## config.mk

```make
export PLATFORM = sky130hd
export DESIGN_NAME = mem_access_unit_flat
export DESIGN_NICKNAME = d
export VERILOG_FILES = /design/src/rtl/mem_access_unit_if.sv /design/src/rtl/mem_access_unit.sv /design/src/flat_wrapper.sv
export SDC_FILE = /design/constraint.sdc
export NUM_CORES = 1
export LEC_CHECK = 0
export ABC_AREA = 1
export CAP_MARGIN = 20
export CORE_ASPECT_RATIO = 2
export CORE_MARGIN = 3
export CORE_UTILIZATION = 47
export DETAILED_ROUTE_END_ITERATION = 8
export PLACE_DENSITY = 0.86
export SLEW_MARGIN = 40
export SYNTH_ARGS = -nofsm -noshare
export SYNTH_HDL_FRONTEND = slang
export SYNTH_SLANG_ARGS = --single-unit
```

## constraint.sdc

```tcl
create_clock -name Clk -period 2 [get_ports Clk]
set_clock_uncertainty 0.05 [all_clocks]
set_input_delay 0.2 -clock Clk [delete_from_list [all_inputs] [get_ports Clk]]
set_output_delay 0.2 -clock Clk [all_outputs]
set_load 0.02 [all_outputs]
```

## src/rtl/mem_access_unit_if.sv

```systemverilog
// Request/response bundle between the execute stage and mem_access_unit.
// master drives the request; slave returns load data and status.
interface mem_access_unit_if;
  logic        Start;
  logic [2:0]  MemOp;
  logic [6:0]  Addr;
  logic [31:0] StoreData;
  logic [31:0] LoadData;
  logic        Busy;
  logic        Done;
  logic        AddrErr;

  modport master (
    output Start, MemOp, Addr, StoreData,
    input  LoadData, Busy, Done, AddrErr
  );

  modport slave (
    input  Start, MemOp, Addr, StoreData,
    output LoadData, Busy, Done, AddrErr
  );
endinterface

```

## src/rtl/mem_access_unit.sv

```systemverilog
// Load/store sequencer for the 32-word DataRAM: word-granular access,
// read-modify-write for SB/SH, sign/zero-extended loads.
module mem_access_unit (
  input  logic             Clk,
  input  logic             Reset,
  mem_access_unit_if.slave bus,
  output logic [4:0]       RamAddr,
  output logic [31:0]      RamDataIn,
  output logic             RamWr,
  input  logic [31:0]      RamDataOut
);

  localparam logic [2:0] OP_LW  = 3'b000;
  localparam logic [2:0] OP_LH  = 3'b001;
  localparam logic [2:0] OP_LHU = 3'b010;
  localparam logic [2:0] OP_LB  = 3'b011;
  localparam logic [2:0] OP_LBU = 3'b100;
  localparam logic [2:0] OP_SW  = 3'b101;
  localparam logic [2:0] OP_SH  = 3'b110;
  localparam logic [2:0] OP_SB  = 3'b111;

  typedef enum logic [1:0] {
    IDLE, READ, WRITE, DONE
  } state_t;

  state_t      state, state_nxt;
  logic [2:0]  op_q;
  logic [1:0]  lane_q;
  logic [31:0] load_q;
  logic        err_q;

  logic        misaligned;
  logic        is_load;
  logic [4:0]  shamt;
  logic [31:0] lane, load_ext;
  logic [31:0] mask, wdata, merged;

  always_comb begin
    misaligned = 1'b0;
    case (bus.MemOp)
      OP_LW, OP_SW:         misaligned = |bus.Addr[1:0];
      OP_LH, OP_LHU, OP_SH: misaligned = bus.Addr[0];
      default:              misaligned = 1'b0;
    endcase
  end

  assign is_load = (op_q < OP_SW);
  assign shamt   = {lane_q, 3'b000};
  assign lane    = RamDataOut >> shamt;

  always_comb begin
    load_ext = RamDataOut;
    case (op_q)
      OP_LB:   load_ext = {{24{lane[7]}}, lane[7:0]};
      OP_LBU:  load_ext = {24'h0, lane[7:0]};
      OP_LH:   load_ext = {{16{lane[15]}}, lane[15:0]};
      OP_LHU:  load_ext = {16'h0, lane[15:0]};
      default: load_ext = RamDataOut;
    endcase
  end

  // RamDataIn still holds the latched store operand during READ
  always_comb begin
    mask   = 32'h0000_FFFF << shamt;
    wdata  = {2{RamDataIn[15:0]}};
    if (op_q == OP_SB) begin
      mask  = 32'h0000_00FF << shamt;
      wdata = {4{RamDataIn[7:0]}};
    end
    merged = (RamDataOut & ~mask) | (wdata & mask);
  end

  always_comb begin
    state_nxt = state;
    unique case (state)
      IDLE: begin
        if (bus.Start) begin
          if (misaligned)               state_nxt = DONE;
          else if (bus.MemOp == OP_SW)  state_nxt = WRITE;
          else                          state_nxt = READ;
        end
      end
      READ:    state_nxt = is_load ? DONE : WRITE;
      WRITE:   state_nxt = DONE;
      DONE:    state_nxt = IDLE;
      default: state_nxt = IDLE;
    endcase
  end

  always_ff @(posedge Clk) begin
    if (Reset) state <= IDLE;
    else       state <= state_nxt;
  end

  always_ff @(posedge Clk) begin
    if (Reset) begin
      op_q      <= OP_LW;
      lane_q    <= 2'b00;
      load_q    <= 32'h0;
      err_q     <= 1'b0;
      RamAddr   <= 5'h0;
      RamDataIn <= 32'h0;
    end else begin
      if (state == IDLE && bus.Start) begin
        op_q      <= bus.MemOp;
        lane_q    <= bus.Addr[1:0];
        err_q     <= misaligned;
        RamAddr   <= bus.Addr[6:2];
        RamDataIn <= bus.StoreData;
      end
      if (state == READ) begin
        if (is_load) load_q    <= load_ext;
        else         RamDataIn <= merged;
      end
    end
  end

  assign bus.Busy     = (state != IDLE);
  assign bus.Done     = (state == DONE);
  assign bus.AddrErr  = err_q;
  assign bus.LoadData = load_q;
  assign RamWr        = (state == WRITE) & ~Reset;

endmodule
```

## src/flat_wrapper.sv

```systemverilog
// flat-port wrapper written by rule: the top's interface ports become plain ports
module mem_access_unit_flat 
  (Clk, Reset, RamAddr, RamDataIn, RamWr, RamDataOut, bus_Start, bus_MemOp, bus_Addr, bus_StoreData, bus_LoadData, bus_Busy, bus_Done, bus_AddrErr);
  mem_access_unit_if bus_i ();
  input  logic Clk;
  input  logic Reset;
  output logic [4:0] RamAddr;
  output logic [31:0] RamDataIn;
  output logic RamWr;
  input  logic [31:0] RamDataOut;
  input wire logic [$bits(bus_i.Start)-1:0] bus_Start;
  input wire logic [$bits(bus_i.MemOp)-1:0] bus_MemOp;
  input wire logic [$bits(bus_i.Addr)-1:0] bus_Addr;
  input wire logic [$bits(bus_i.StoreData)-1:0] bus_StoreData;
  output wire logic [$bits(bus_i.LoadData)-1:0] bus_LoadData;
  output wire logic [$bits(bus_i.Busy)-1:0] bus_Busy;
  output wire logic [$bits(bus_i.Done)-1:0] bus_Done;
  output wire logic [$bits(bus_i.AddrErr)-1:0] bus_AddrErr;
  assign bus_i.Start = bus_Start;
  assign bus_i.MemOp = bus_MemOp;
  assign bus_i.Addr = bus_Addr;
  assign bus_i.StoreData = bus_StoreData;
  assign bus_LoadData = bus_i.LoadData;
  assign bus_Busy = bus_i.Busy;
  assign bus_Done = bus_i.Done;
  assign bus_AddrErr = bus_i.AddrErr;
  mem_access_unit u_core (.Clk(Clk), .Reset(Reset), .bus(bus_i), .RamAddr(RamAddr), .RamDataIn(RamDataIn), .RamWr(RamWr), .RamDataOut(RamDataOut));
endmodule
```

======== Word-level counts from Yosys, hierarchy flattened ========
Cells that the tools add are included.
word-level totals
  register bits ........................... 77
  input bits .............................. 77
  output and inout port bits .............. 73
  word-level logic and storage cells ...... 50
operators by class
  magnitude comparators ................... 1
  eq/ne operators ......................... 13
  shift-type cells ........................ 3
  muxes and demuxes ....................... 12
  bitwise logic cells ..................... 6
  reduce and logical (&&, ||, !) cells .... 8
operator list
  kind                     number
  $mux W32                 5
  $pmux W32 S4             1
  $and A32 B32 Y32         2
  $not A32 Y32             1
  $or A32 B32 Y32          1
  $shl A16 B5 Y32 const A  1
  $shl A8 B5 Y32 const A   1
  $shr A32 B5 Y16          1
  $eq A3 B3 Y1 const B     4
  $eq A3 B2 Y1 const B     3
  $pmux W2 S4              1
  $eq A3 B1 Y1 const B     2
  $mux W2                  3
  $eq A2 B2 Y1 const B     2
  $reduce_or A2 Y1         2
  $logic_not A3 Y1         1
  $lt A3 B3 Y1 const B     1
  $reduce_or A3 Y1         1
  $eq A2 B1 Y1 const B     1
  $logic_not A2 Y1         1
  $ne A2 B2 Y1 const B     1
  $pmux W1 S2              1
  $reduce_and A2 Y1        1
  $reduce_bool A2 Y1       1
  other kinds (4)          4

======== Logic depth before layout (Yosys ltp) ========
  word-level depth ........................ 7
  gate-level depth with buffers ........... 11
  depth with buffers taken out ............ 10

======== Worst setup path before layout ========
Ideal clock, no wire load.
  kind .................................... register to register
  start ................................... register u_core.state[0]
  end ..................................... register with a tool-made name
  setup time .............................. 0.110 ns
  arrival ................................. 1.488 ns
  required time ........................... 1.840 ns
  slack ................................... 0.352 ns
  cell stages (with the launch flop) ...... 12
  buffers on the path ..................... 1
  clock period less this slack ............ 1.648 ns
  cell sequence ........................... dfxtp_1 -> inv_1 -> ha_1 -> nand2_1 -> clkinv_1 -> clkbuf_1 -> nand2_1 -> o21ai_0 -> nand2_1 -> nand3_1 -> nand2_1 -> inv_1
RTL lines
  item                    RTL line               text
  from (decl)             mem_access_unit.sv:26  state_t state, state_nxt;
  from (signal assigned)  mem_access_unit.sv:92  else state <= state_nxt;

==> impl_metrics.yaml <==
critical_path:
  worstPathCellList: "inv_1 -> ha_1 -> nand2_1 -> clkinv_1 -> buf_12 -> nand2_1 -> nand2_1 -> nand2_1 -> nand3_1 -> nand2_1 -> inv_1"
  critPathMaxFanout: 44
  critPathRequiredTime_ns: 2.19
  critPathBufInv: 4
  crit_top_cell: "nand2_1"
  startpoint_type: "flip-flop"
  crit_family: "simple AND/OR/NAND/NOR gates"
  crit_slowest_cell: "dfxtp_1"
  critical_path_class: "flip-flop to flip-flop"
  worstPathArrival_ns: 1.95
  cp_slowest_stage_delay_ns: 0.39
  crit_path_end_kind: "flip-flop"
  r2r_start: "u_core.state[0]$_SDFFE_PP0P_"
  r2r_cells: 11
  r2r_setup_slack_ns: 0.24
logic_synthesis:
  ys_warn_count: 0
  syn-num-nets: 833
  synth-edff-count: 0
  seq_area_frac_synth: 0.333
  ys_ff_latch: 77
  synth_area_leaders: "dfxtp_1, nand2_1, nand3_1"
  synth_cells: 751
  synthTopCellsByCount: "nand2_1, nand3_1, dfxtp_1, nor2_1, inv_1"
  synth_top_area_cell: "dfxtp_1"
  synth.avg_cell_area_um2: 6.16
  synthDistinctLibCells: 28
  ys.flop_type: "dfxtp_1"
  synth_most_common_cell: "nand2_1"
  syn-cell-area_um2: 4630
  synth_top_area_frac: 0.333
  ys_async_sr_fraction: 0
routing:
  vias: 5383
  wl_mm: 15.3
  routedWlPerCell_um: 15.0
  vias_per_cell: 5.28
  first_pass_iters: 6
  ant_nets: 0
  drtIter0Drc: 362
  drc_errors: 0
cts:
  cts_tree: "built"
  root_buffer: "clkbuf_16"
  cts_num_sinks: 77
  h-tree-depth: 3
  postCtsSetupRepairBufs: 0
  cts_buffers: 9
  clk_latency_ns: 0.34
  clock_path_buffers: 2
  clkTransAtPathRegs_ns: 0.06
global_routing:
  antenna_found_initial: 0
  grt_overflow: 0
  grt_first_pass_wirelength_mm: 24.5
  grt_max_degree: 73
  grt_pass1_vias: 5002
  grt_usage: 0.272
power:
  p_comb_frac: 0.507
  switching_share: 0.413
  seqPwrFrac: 0.279
  leakage_nw: 3.03
  total_power_mw: 8.33
  intPower_mw: 4.89
  power_density_nw_per_um2: 1270
  clock_power_share: 0.214
  p_sw_mw: 3.44
  vdd_drop_max_uv: 1160
job:
  maxCapViolations: 0
worst_hold_path:
  hold_class: "flip-flop to flip-flop"
  hold_start: "u_core.RamAddr[3]$_SDFFE_PP0N_"
  worst_hold_path.endpoint: "u_core.RamAddr[3]$_SDFFE_PP0N_"
  whs_path_depth: 2
die:
  design.core.area_um2: 9510
  io_pins: 150
  die_area_um2: 11100
  die_x_um: 76.2
  start_util: 0.487
  die_h_um: 146
  rows: 50
finish:
  syn_to_final_growth_pct: 41.3
  drive_gt1_frac: 0.0697
  postLayoutCoreUtil: 0.688
  antennaDiodeCount: 0
  fin_nets: 966
  design_area_um2: 6540
sta:
  finalSetupViolations: 0
  fmax_ghz: 0.568
  finalHoldViolCount: 0
  finalCriticalPeriod_ns: 1.76
  slew_headroom: 0.719
  final-max-slew-violation-count: 0
  fin_crit_sh: 0.880
  rsz0062_at_grt: "false"
  worst_slew_pin_slew_ns: 0.421
  tns_ns: 0
placement:
  place.gp.congestion: 0.953
  dp.final_hpwl_mm: 11.3
  numPortBuffers: 149
  dpl_cell_area_um2: 6210
run_status:
  status: "finished, final reports clean"
[power by group through the flow]
stage | clock, mW | combinational [mW] | sequential [mW]
finish | 1.78 | 4.22 | 2.33
global route | 1.87 | 4.61 | 2.38
CTS | 1.79 | 4.21 | 2.32
detailed placement | 0 | 4.19 | 2.34
global placement | 0 | 4.13 | 2.35
floorplan | 0 | 2.20 | 2.79
[metal layers]
metal  wire (um)  track usage  share of wire
met1        5360        0.295           0.35
met2        7880        0.476           0.52
met3        1150       0.0549          0.075
met4         898        0.174          0.059
met5           0            0              0
[kinds of logic after synthesis]
family                     count (synthesis)  share of synthesized area
buffers and inverters                    116                      0.109
AOI/OAI and AO/OA                         95                      0.114
DFF                                       77                      0.333
and+or+nand+nor                          458                      0.430
adders and majority gates                  5                     0.0135
[through the flow]
step                      hold slack (ns)  instances  setup slack (ns)
after CTS                           0.441       1019            0.0185
after floorplan                     0.295        751             0.352
after global routing                0.471       1019             0.125
after detailed placement            0.428       1003             0.256
after global placement              0.415       1003             0.226
final                               0.433       1019             0.239
[worst max path at each step]
stage / startpoint / to / slack [ns] / cells after the start
4_1_cts: u_core.state[0]$_SDFFE_PP0P_ / bus_Busy / 0.02 / 4
3_3_place_gp: Reset / RamWr / 0.23 / 3
5_1_grt: u_core.op_q[0]$_SDFFE_PP0N_ / u_core.RamDataIn[31]$_SDFF_PP0_ / 0.13 / 9
3_5_place_dp: Reset / RamWr / 0.26 / 3
2_1_floorplan: u_core.state[0]$_SDFFE_PP0P_ / flip-flop / 0.35 / 11
6_report: u_core.state[0]$_SDFFE_PP0P_ / flip-flop / 0.24 / 11
[what timing repair did]
item	CTS	global route
hold buffers	0	0
hold endpoints to repair	0	0
resized for setup	0	2
setup endpoints to repair	0	2
[worst min-delay path, cell delays in order (launching register included)]
cell and delay, ns:
dfxtp_1 0.32, nor2_1 0.05, nor2_1 0.08
[area by class of cell]
cell class	instances	area, um^2
clock inverters	4	70.1
well taps	130	163
fillers	848	2970
clock buffers	12	256
repair buffers	161	1640
multi-input cells	558	2580
inverters	77	289
flip-flops and latches	77	1540
[cell usage in the layout (no fill, tap or decap), drive strengths merged]
cell,instances
clkdlybuf4s50,147
nor3,1
inv,75
bufinv,2
clkbuf,12
o21ai,77
a31oi,1
ha,5
nor2,73
dfxtp,77
a21oi,17
nand3,147
dlymetal6s2s,2
nand2,235
nand4,1
buf,12
or2,1
clkinv,4
No activity file was read; power rests on OpenSTA's default activity.
